[src/rtl/op_sram_arb_if.sv]
// Requester-side bundle for the OP SRAM arbiter: per-requester request, grant and read-return signals.
// Requester i occupies bit i of the vectors and slice [i*AW +: AW] / [i*DW +: DW] of the packed buses.
interface op_sram_arb_if #(
    parameter int NREQ = 3,
    parameter int DW   = 128,
    parameter int AW   = 9
);
    logic [NREQ-1:0]    req_valid;
    logic [NREQ-1:0]    req_wen;
    logic [NREQ-1:0]    req_lock;
    logic [NREQ*AW-1:0] req_addr;
    logic [NREQ*DW-1:0] req_d;
    logic [NREQ-1:0]    req_ready;
    logic [NREQ-1:0]    rsp_valid;
    logic [DW-1:0]      rsp_data;

    modport master (
        output req_valid, req_wen, req_lock, req_addr, req_d,
        input  req_ready, rsp_valid, rsp_data
    );

    modport slave (
        input  req_valid, req_wen, req_lock, req_addr, req_d,
        output req_ready, rsp_valid, rsp_data
    );
endinterface

[src/rtl/op_sram_arb.sv]
// Round-robin arbiter with burst lock sharing the single-port OP SRAM; optional counters under OP_ARB_STATS_EN.
// Latency: grant is same-cycle combinational, read data returns one cycle after the grant.
// Backpressure: a requester simply waits with valid high until req_ready; a lock owner stalls all others.
module op_sram_arb #(
    parameter int NREQ     = 3,
    parameter int DW       = 128,
    parameter int AW       = 9,
    parameter int MAX_LOCK = 16
) (
    input  logic              clk,
    input  logic              reset_n,
    op_sram_arb_if.slave      bus,
    input  logic [DW-1:0]     OP_q,
    output logic [DW-1:0]     OP_d,
    output logic [AW-1:0]     OP_addr,
    output logic              OP_cen,
    output logic              OP_wen
`ifdef OP_ARB_STATS_EN
    ,
    input  logic              stat_clr,
    output logic [NREQ*16-1:0] stat_grant,
    output logic [NREQ*16-1:0] stat_stall
`endif
);
    localparam int PW = (NREQ > 1) ? $clog2(NREQ) : 1;
    localparam int CW = $clog2(MAX_LOCK + 1);

    localparam logic [0:0] ST_FREE   = 1'b0;
    localparam logic [0:0] ST_LOCKED = 1'b1;

    logic [0:0]    r_state;
    logic [PW-1:0] r_rr_ptr;
    logic [PW-1:0] r_lock_owner;
    logic [CW-1:0] r_lock_cnt;
    logic          r_rd_pend;
    logic [PW-1:0] r_rd_tag;

    logic            w_own_hold;
    logic            w_gnt_any;
    logic [PW-1:0]   w_gnt_idx;
    logic [NREQ-1:0] w_gnt;
    logic [PW-1:0]   w_next_ptr;
    logic            w_gnt_rd;
    int              w_idx;

    // Owner keeps the SRAM while valid; otherwise the cycle falls through to round-robin.
    always_comb begin
        w_gnt      = '0;
        w_gnt_idx  = '0;
        w_gnt_any  = 1'b0;
        w_idx      = 0;
        w_own_hold = reset_n && (r_state == ST_LOCKED) && bus.req_valid[r_lock_owner];
        if (!reset_n) begin
            w_gnt_any = 1'b0;
        end else if (w_own_hold) begin
            w_gnt_any = 1'b1;
            w_gnt_idx = r_lock_owner;
        end else begin
            for (int k = 0; k < NREQ; k++) begin
                w_idx = (int'(r_rr_ptr) + k) % NREQ;
                if (!w_gnt_any && bus.req_valid[w_idx]) begin
                    w_gnt_any = 1'b1;
                    w_gnt_idx = PW'(w_idx);
                end
            end
        end
        if (w_gnt_any) w_gnt[w_gnt_idx] = 1'b1;
    end

    assign w_next_ptr    = (int'(w_gnt_idx) == NREQ - 1) ? '0 : w_gnt_idx + 1'b1;
    assign w_gnt_rd      = w_gnt_any && !bus.req_wen[w_gnt_idx];
    assign bus.req_ready = w_gnt;

    assign OP_cen  = !w_gnt_any;
    assign OP_wen  = w_gnt_any ? !bus.req_wen[w_gnt_idx] : 1'b1;
    assign OP_addr = w_gnt_any ? bus.req_addr[int'(w_gnt_idx)*AW +: AW] : '0;
    assign OP_d    = w_gnt_any ? bus.req_d[int'(w_gnt_idx)*DW +: DW] : '0;

    always_ff @(posedge clk or negedge reset_n) begin
        if (!reset_n) begin
            r_state      <= ST_FREE;
            r_rr_ptr     <= '0;
            r_lock_owner <= '0;
            r_lock_cnt   <= '0;
            r_rd_pend    <= 1'b0;
            r_rd_tag     <= '0;
        end else begin
            r_rd_pend <= w_gnt_rd;
            if (w_gnt_rd) r_rd_tag <= w_gnt_idx;

            if (w_own_hold) begin
                r_rr_ptr <= w_next_ptr;
                // Reaching MAX_LOCK hands the next cycle to round-robin, which already points past the owner.
                if (!bus.req_lock[r_lock_owner] || (r_lock_cnt >= CW'(MAX_LOCK - 1))) begin
                    r_state    <= ST_FREE;
                    r_lock_cnt <= '0;
                end else begin
                    r_lock_cnt <= r_lock_cnt + 1'b1;
                end
            end else if (w_gnt_any) begin
                r_rr_ptr     <= w_next_ptr;
                r_lock_owner <= w_gnt_idx;
                if (bus.req_lock[w_gnt_idx] && (MAX_LOCK > 1)) begin
                    r_state    <= ST_LOCKED;
                    r_lock_cnt <= CW'(1);
                end else begin
                    r_state    <= ST_FREE;
                    r_lock_cnt <= '0;
                end
            end else begin
                r_state    <= ST_FREE;
                r_lock_cnt <= '0;
            end
        end
    end

    always_comb begin
        bus.rsp_valid = '0;
        if (r_rd_pend) bus.rsp_valid[r_rd_tag] = 1'b1;
    end
    assign bus.rsp_data = r_rd_pend ? OP_q : '0;

`ifdef OP_ARB_STATS_EN
    for (genvar gi = 0; gi < NREQ; gi++) begin : g_stat
        logic [15:0] r_grant_cnt;
        logic [15:0] r_stall_cnt;
        always_ff @(posedge clk or negedge reset_n) begin
            if (!reset_n) begin
                r_grant_cnt <= '0;
                r_stall_cnt <= '0;
            end else if (stat_clr) begin
                r_grant_cnt <= '0;
                r_stall_cnt <= '0;
            end else begin
                if (w_gnt[gi] && (r_grant_cnt != 16'hFFFF))
                    r_grant_cnt <= r_grant_cnt + 16'd1;
                if (bus.req_valid[gi] && !w_gnt[gi] && (r_stall_cnt != 16'hFFFF))
                    r_stall_cnt <= r_stall_cnt + 16'd1;
            end
        end
        assign stat_grant[gi*16 +: 16] = r_grant_cnt;
        assign stat_stall[gi*16 +: 16] = r_stall_cnt;
    end
`endif
endmodule

[src/flat_wrapper.sv]
// flat-port wrapper written by rule: the top's interface ports become plain ports
module op_sram_arb_flat 
#(
    parameter int NREQ     = 3,
    parameter int DW       = 128,
    parameter int AW       = 9,
    parameter int MAX_LOCK = 16
)
  (clk, reset_n, OP_q, OP_d, OP_addr, OP_cen, OP_wen, bus_req_valid, bus_req_wen, bus_req_lock, bus_req_addr, bus_req_d, bus_req_ready, bus_rsp_valid, bus_rsp_data);
  op_sram_arb_if #(.NREQ(NREQ), .DW(DW), .AW(AW)) bus_i ();
  input  logic clk;
  input  logic reset_n;
  input  logic [DW-1:0] OP_q;
  output logic [DW-1:0] OP_d;
  output logic [AW-1:0] OP_addr;
  output logic OP_cen;
  output logic OP_wen;
  input wire logic [$bits(bus_i.req_valid)-1:0] bus_req_valid;
  input wire logic [$bits(bus_i.req_wen)-1:0] bus_req_wen;
  input wire logic [$bits(bus_i.req_lock)-1:0] bus_req_lock;
  input wire logic [$bits(bus_i.req_addr)-1:0] bus_req_addr;
  input wire logic [$bits(bus_i.req_d)-1:0] bus_req_d;
  output wire logic [$bits(bus_i.req_ready)-1:0] bus_req_ready;
  output wire logic [$bits(bus_i.rsp_valid)-1:0] bus_rsp_valid;
  output wire logic [$bits(bus_i.rsp_data)-1:0] bus_rsp_data;
  assign bus_i.req_valid = bus_req_valid;
  assign bus_i.req_wen = bus_req_wen;
  assign bus_i.req_lock = bus_req_lock;
  assign bus_i.req_addr = bus_req_addr;
  assign bus_i.req_d = bus_req_d;
  assign bus_req_ready = bus_i.req_ready;
  assign bus_rsp_valid = bus_i.rsp_valid;
  assign bus_rsp_data = bus_i.rsp_data;
  op_sram_arb #(.NREQ(NREQ), .DW(DW), .AW(AW), .MAX_LOCK(MAX_LOCK)) u_core (.clk(clk), .reset_n(reset_n), .bus(bus_i), .OP_q(OP_q), .OP_d(OP_d), .OP_addr(OP_addr), .OP_cen(OP_cen), .OP_wen(OP_wen));
endmodule
[config.mk]
export PLATFORM = sky130hd
export DESIGN_NAME = op_sram_arb_flat
export DESIGN_NICKNAME = d
export VERILOG_FILES = /design/src/rtl/op_sram_arb_if.sv /design/src/rtl/op_sram_arb.sv /design/src/flat_wrapper.sv
export SDC_FILE = /design/constraint.sdc
export NUM_CORES = 1
export LEC_CHECK = 0
export CAP_MARGIN = 10
export CELL_PAD_IN_SITES_DETAIL_PLACEMENT = 1
export CELL_PAD_IN_SITES_GLOBAL_PLACEMENT = 2
export CORE_AREA = 3 3 322 324
export CTS_BUF_LIST = sky130_fd_sc_hd__clkbuf_4 sky130_fd_sc_hd__clkbuf_8
export DETAILED_ROUTE_END_ITERATION = 6
export DIE_AREA = 0 0 325 327
export PLACE_DENSITY_LB_ADDON = 0.1
export SLEW_MARGIN = 20
export SYNTH_ARGS = -nofsm -noshare
export SYNTH_HDL_FRONTEND = slang
export SYNTH_SLANG_ARGS = --single-unit
[constraint.sdc]
create_clock -name clk -period 2.9 [get_ports clk]
set_clock_uncertainty 0.15 [all_clocks]
set_input_delay 0.29 -clock clk [delete_from_list [all_inputs] [get_ports clk]]
set_output_delay 0.29 -clock clk [all_outputs]
set_load 0.1 [all_outputs]
# Word-level counts from Yosys, hierarchy flattened
# Index checks and enable logic that the tools add are counted.
# totals
wordCells	95
ff_bits	13
inputBits	550
out_inout_bits	273
# op_classes
reduce_logical	15
n_div	3
n_eq_ne	2
mux	52
mul	1
shifts	2
n_lt_le_gt_ge	9
bitwise	1
add_sub_neg	4
# op_table
operator	n
$shiftx A384 B10 Y128	1
$mux W128	2
$lt A32 B4 Y1 const B	3
$mod A32 B3 Y32 const B	2
$mod A3 B3 Y32 const B	1
$shiftx A27 B32 Y9	1
$mux W1	28
$mux W2	8
$bmux W1 S2	7
$mux W5	2
$lt A2 B3 Y1 const B	3
$mux W9	1
$logic_and A1 B1 Y1	7
$mul A2 B4 Y6 const B	1
$mux W3	2
$add A5 B1 Y5 const B	1
$ge A5 B4 Y1 const B	1
$logic_not A1 Y1	5
$demux W1 S2	2
$ge A2 B1 Y1 const B	2
$add A2 B1 Y3 const B	1
$add A2 B2 Y3 const B	1
$add A2 B1 Y2 const B	1
$eq A2 B2 Y1 const B	1
5 further kinds	5

# Longest topological paths before layout
# depth
word_depth	22
ltp_mapped	11
ltp_nobuf	8

# Least setup slack after synthesis
# OpenSTA, ideal clock, no wires.
# synth_timing
path_kind	register -> output
from	register u_core.r_rr_ptr[0]
to	output OP_d[105]
slack_ps	-1616
arrival_ps	4076
path_stages_with_launch	11
path_buffers	2
required_ps	2460
path_cell_list	dfrtp_1 -> inv_1 -> ha_1 -> nand2b_1 -> or3_1 -> a32oi_2 -> or2_1 -> buf_6 -> buf_2 -> a22oi_1 -> o21ai_0
# synth_between
elab_chain_len	19
word_cells_on_any_way	34
cone_classes	add/sub: 2; div: 3; shift: 1; mux: 24; reduce/logical: 4
# synth_lines
element	line_no	text
start, declared	op_sram_arb.sv:32	logic [PW-1:0] r_rr_ptr;
start signal, assigned	op_sram_arb.sv:92	r_rr_ptr <= w_next_ptr;
start signal, assigned	op_sram_arb.sv:101	r_rr_ptr <= w_next_ptr;
parallel branches: the longest is 18 deep, another holds $mod A32 B3 Y32	--	
$mux W128 (*)	op_sram_arb.sv:77	assign OP_d = w_gnt_any ? bus.req_d[int'(w_gnt_idx)*DW +: DW] : '0;
end, declared	flat_wrapper.sv:14	output logic [DW-1:0] OP_d;
# Mark *: on every way between the ends. The select of a mux whose other input is x is not followed.

# Worst setup path in the final report
# layout_timing
from	register u_core.r_rr_ptr[1]
to	output OP_d[119]
# Same word-level chain as after synthesis.

==> flow_summary.toml <==
[logic_synthesis]
ys.flop_type = "dfrtp_1"
synthXorXnorAreaFrac_pct = 0.187
post_synth_fa_ha_maj_area_fraction_pct = 1.31
synth_edf_count = 0
synth_cell_types = 50
yosysWarnings = 0
ys_ff_latch = 13
yosys.area_share.simple_pct = 25.4
syn_inst = 692
syn_avg_cell_area_um2 = 6.77
async_reset_ff_share_pct = 100
synth_seq_area_share_pct = 6.94
syn-cell-area_um2 = 4690
synth_compound_area_share_pct = 47.8
synthMuxAreaShare_pct = 0.908
synth_fp_nets = 1246
synth_top_family_by_area = "compound AO/OA/AOI/OAI gates"

[worst_setup_path]
cp_cell_sequence = "ha_4 -> and2_4 -> buf_6 -> nor3_2 -> a2bb2oi_2 -> o21a_4 -> buf_16 -> buf_12 -> a222oi_1 -> buf_4 -> nor2_4 -> buf_12"
cp-start-kind = "flip-flop"
path_delay_family = "compound AO/OA/AOI/OAI gates"
crit_required_ps = 2460
end_kind = "output port"
critPathBufInv = 5
critical_path_class = "reg2out"
cpPeakStageDelay_ps = 420
critical_path.max_fanout = 7
cp_slowest_cell = "dfrtp_1"
worst_path_most_repeated_cell = "buf_12"
arrival_ps = 2840

[detailed_routing]
wl_per_cell_um = 22.3
drt_iter0_drc = 262
ant_nets = 0
via_per_inst = 3.04
drt_wl_total_um = 66000
dr_total_vias = 8986
drc_errors = 0
first_pass_iters = 5

[final_layout]
nets = 2139
layout_commonest_cell = "clkdlybuf4s50_1"
layout_common_cells = "clkdlybuf4s50_1, buf_4, buf_12, and2_1, o21ai_4"
instances_no_fill = 2959
fillCellCount = 11649
drive_above_1_share_pct = 41.2
area_delta_synth_final_pct = 305

[clocking]
insertion_delay_ps = 250
hold_buffers = 0
htree_levels = 1
cts-root-buf = "clkbuf_8"
cts.reportedPaths.clkPinSlew_ps = 60
cts_made_buffers = 3
cts.sinks = 13
clock_path_buffers = 2
cts_tree = "yes"

[die]
die_y_um = 327
num_rows = 117
core_um2 = 101000
fp.dieW_um = 325
num_io_pins = 823
initial_core_util_pct = 4.62
die_area_um2 = 106000

[sta]
period_needed_ps = 3280
setup_slack_ps = -381
finalMaxSlewViolations = 0
fmax_ghz = 0.305
tightest_slew_ps = 506
setup_violations = 141
grt_setup_unrepaired = "yes"
min_period_over_period_pct = 113
relSlewSlack_pct = 66.3
final-hold-violation-count = 0
fin_setup_tns_ps = -41830

[power]
p_leak_nw = 7.28
ir_worst_vdd_v = 0.000598
power_density_nw_per_um2 = 1190

[global_routing]
grt_use_total_pct = 11.7
antenna_found_initial = 31
overflow = 0
grt_max_degree = 83
grt_pass1_vias = 9930
grt_pass1_wl_um = 87100

[placed_design]
placed_cells = 2906
port_buffers = 822
dp_hpwl_um = 54900
place_congestion = 0.782

[run_status]
status = "finished with violations"
violations = "setup timing"

[min_path]
hold_path.class = "in2async"

[run]
drv_cap = 0
[timing repair]
item / in CTS / in global routing
pin swaps: 38 / 19
buffers inserted: 23 / 6
gates cloned: 18 / 3
resized for setup: 107 / 29
setup endpoints to repair: 142 / 144
hold endpoints to repair: 0 / 0
[registers in the layout (all words and copies together), names as in the netlist]
| register | flops |
|---|---|
| u_core.r_rd_pend | 1 |
| u_core.r_rr_ptr | 2 |
| u_core.r_lock_owner | 2 |
| u_core.r_state | 1 |
| u_core.r_lock_cnt | 5 |
| u_core.r_rd_tag | 2 |
[power by group]
| group | switching, W | internal (W) | total [W] | leakage [nW] |
|---|---|---|---|---|
| clock | 0.0000784 | 0.000107 | 0.000185 | 0.0262 |
| combinational | 0.0142 | 0.00785 | 0.0220 | 7.08 |
| sequential | 0.0000748 | 0.000235 | 0.000310 | 0.172 |
[worst register-to-register path, stage by stage, from the launching register on]
cell	delay, ps
dfrtp_1	420
ha_4	280
buf_4	140
o32a_1	330
nor2_2	140
a221oi_4	60
buf_4	160
buf_6	120
o21ai_4	160
buf_12	190
buf_8	150
nand4b_4	140
mux2_4	310
[kinds of logic after synthesis]
group | Yosys count
simple gates | 205
fa+ha+maj | 5
flops | 13
compound gates | 286
xor+xnor | 1
buf+inv | 178
mux | 4
[worst paths after layout]
kind / startpoint / to / slack, ps / cells after the start
setup / recovery: u_core.r_rr_ptr[1] / OP_d[119] / -380 / 12
hold / removal: reset_n / u_core.r_lock_owner[0] / 330 / 2
setup reg to reg: u_core.r_rr_ptr[1] / u_core.r_rd_tag[1] / 30 / 12
hold reg to reg: u_core.r_lock_cnt[3] / u_core.r_lock_cnt[3] / 370 / 2
max in group asynchronous: reset_n / u_core.r_rd_pend / 2090 / 2
min in group clk: u_core.r_lock_cnt[3] / u_core.r_lock_cnt[3] / 370 / 2
[per-stage QoR]
| stage | hold WS [ps] | area [um^2] | setup WS (ps) | util (%) | total power (W) |
|---|---|---|---|---|---|
| 2_1_floorplan | -156 | 5960 | -239 | - | 0.0132 |
| 3_3_place_gp | 346 | 17600 | -505 | 17.3 | 0.0208 |
| 3_5_place_dp | 360 | 17600 | -530 | 17.3 | 0.0208 |
| 4_1_cts | 345 | 18800 | -432 | 18.5 | 0.0228 |
| 5_1_grt | 355 | 19000 | -503 | 18.7 | 0.0234 |
| 6_report | 327 | 19000 | -381 | 18.7 | 0.0225 |
[synth_stat cells, drive strengths merged, types with 3 or more instances]
| cell type | instances | area share (%) |
|---|---|---|
| and2 | 130 | 17 |
| o21ai | 128 | 17 |
| a22oi | 121 | 23 |
| inv | 113 | 9.1 |
| buf | 42 | 6.6 |
| nor2 | 25 | 2.0 |
| nand2 | 24 | 2.0 |
| clkbuf | 23 | 1.8 |
| a222oi | 16 | 3.4 |
| dfrtp | 13 | 6.9 |
| nand2b | 5 | 0.67 |
| and3 | 4 | 0.53 |
| ha | 4 | 1.1 |
| nand3 | 4 | 0.43 |
| a21o | 3 | 0.48 |
| o211ai | 3 | 0.48 |
[layout make-up]
type                    instances  area [um^2]  area share, %
repair buffers                952        11300           59.4
multi-input cells             502         5160           27.2
well taps                    1368         1710           9.01
inverters                     113          439           2.31
flip-flops and latches         13          327           1.72
clock buffers                   4         48.8          0.257
diodes                          7         17.5         0.0922
[layer usage]
metal	wire (um)	share of wire, %	track usage (%)	vias up
met2	37600	57	23.8	457
met4	928	1.4	1.94	32
met3	6180	9.3	4.84	60
met5	198	0.30	0	-
met1	21100	32	10.9	4202
li1	-	-	-	4235
No activity file was read; power rests on OpenSTA's default activity.
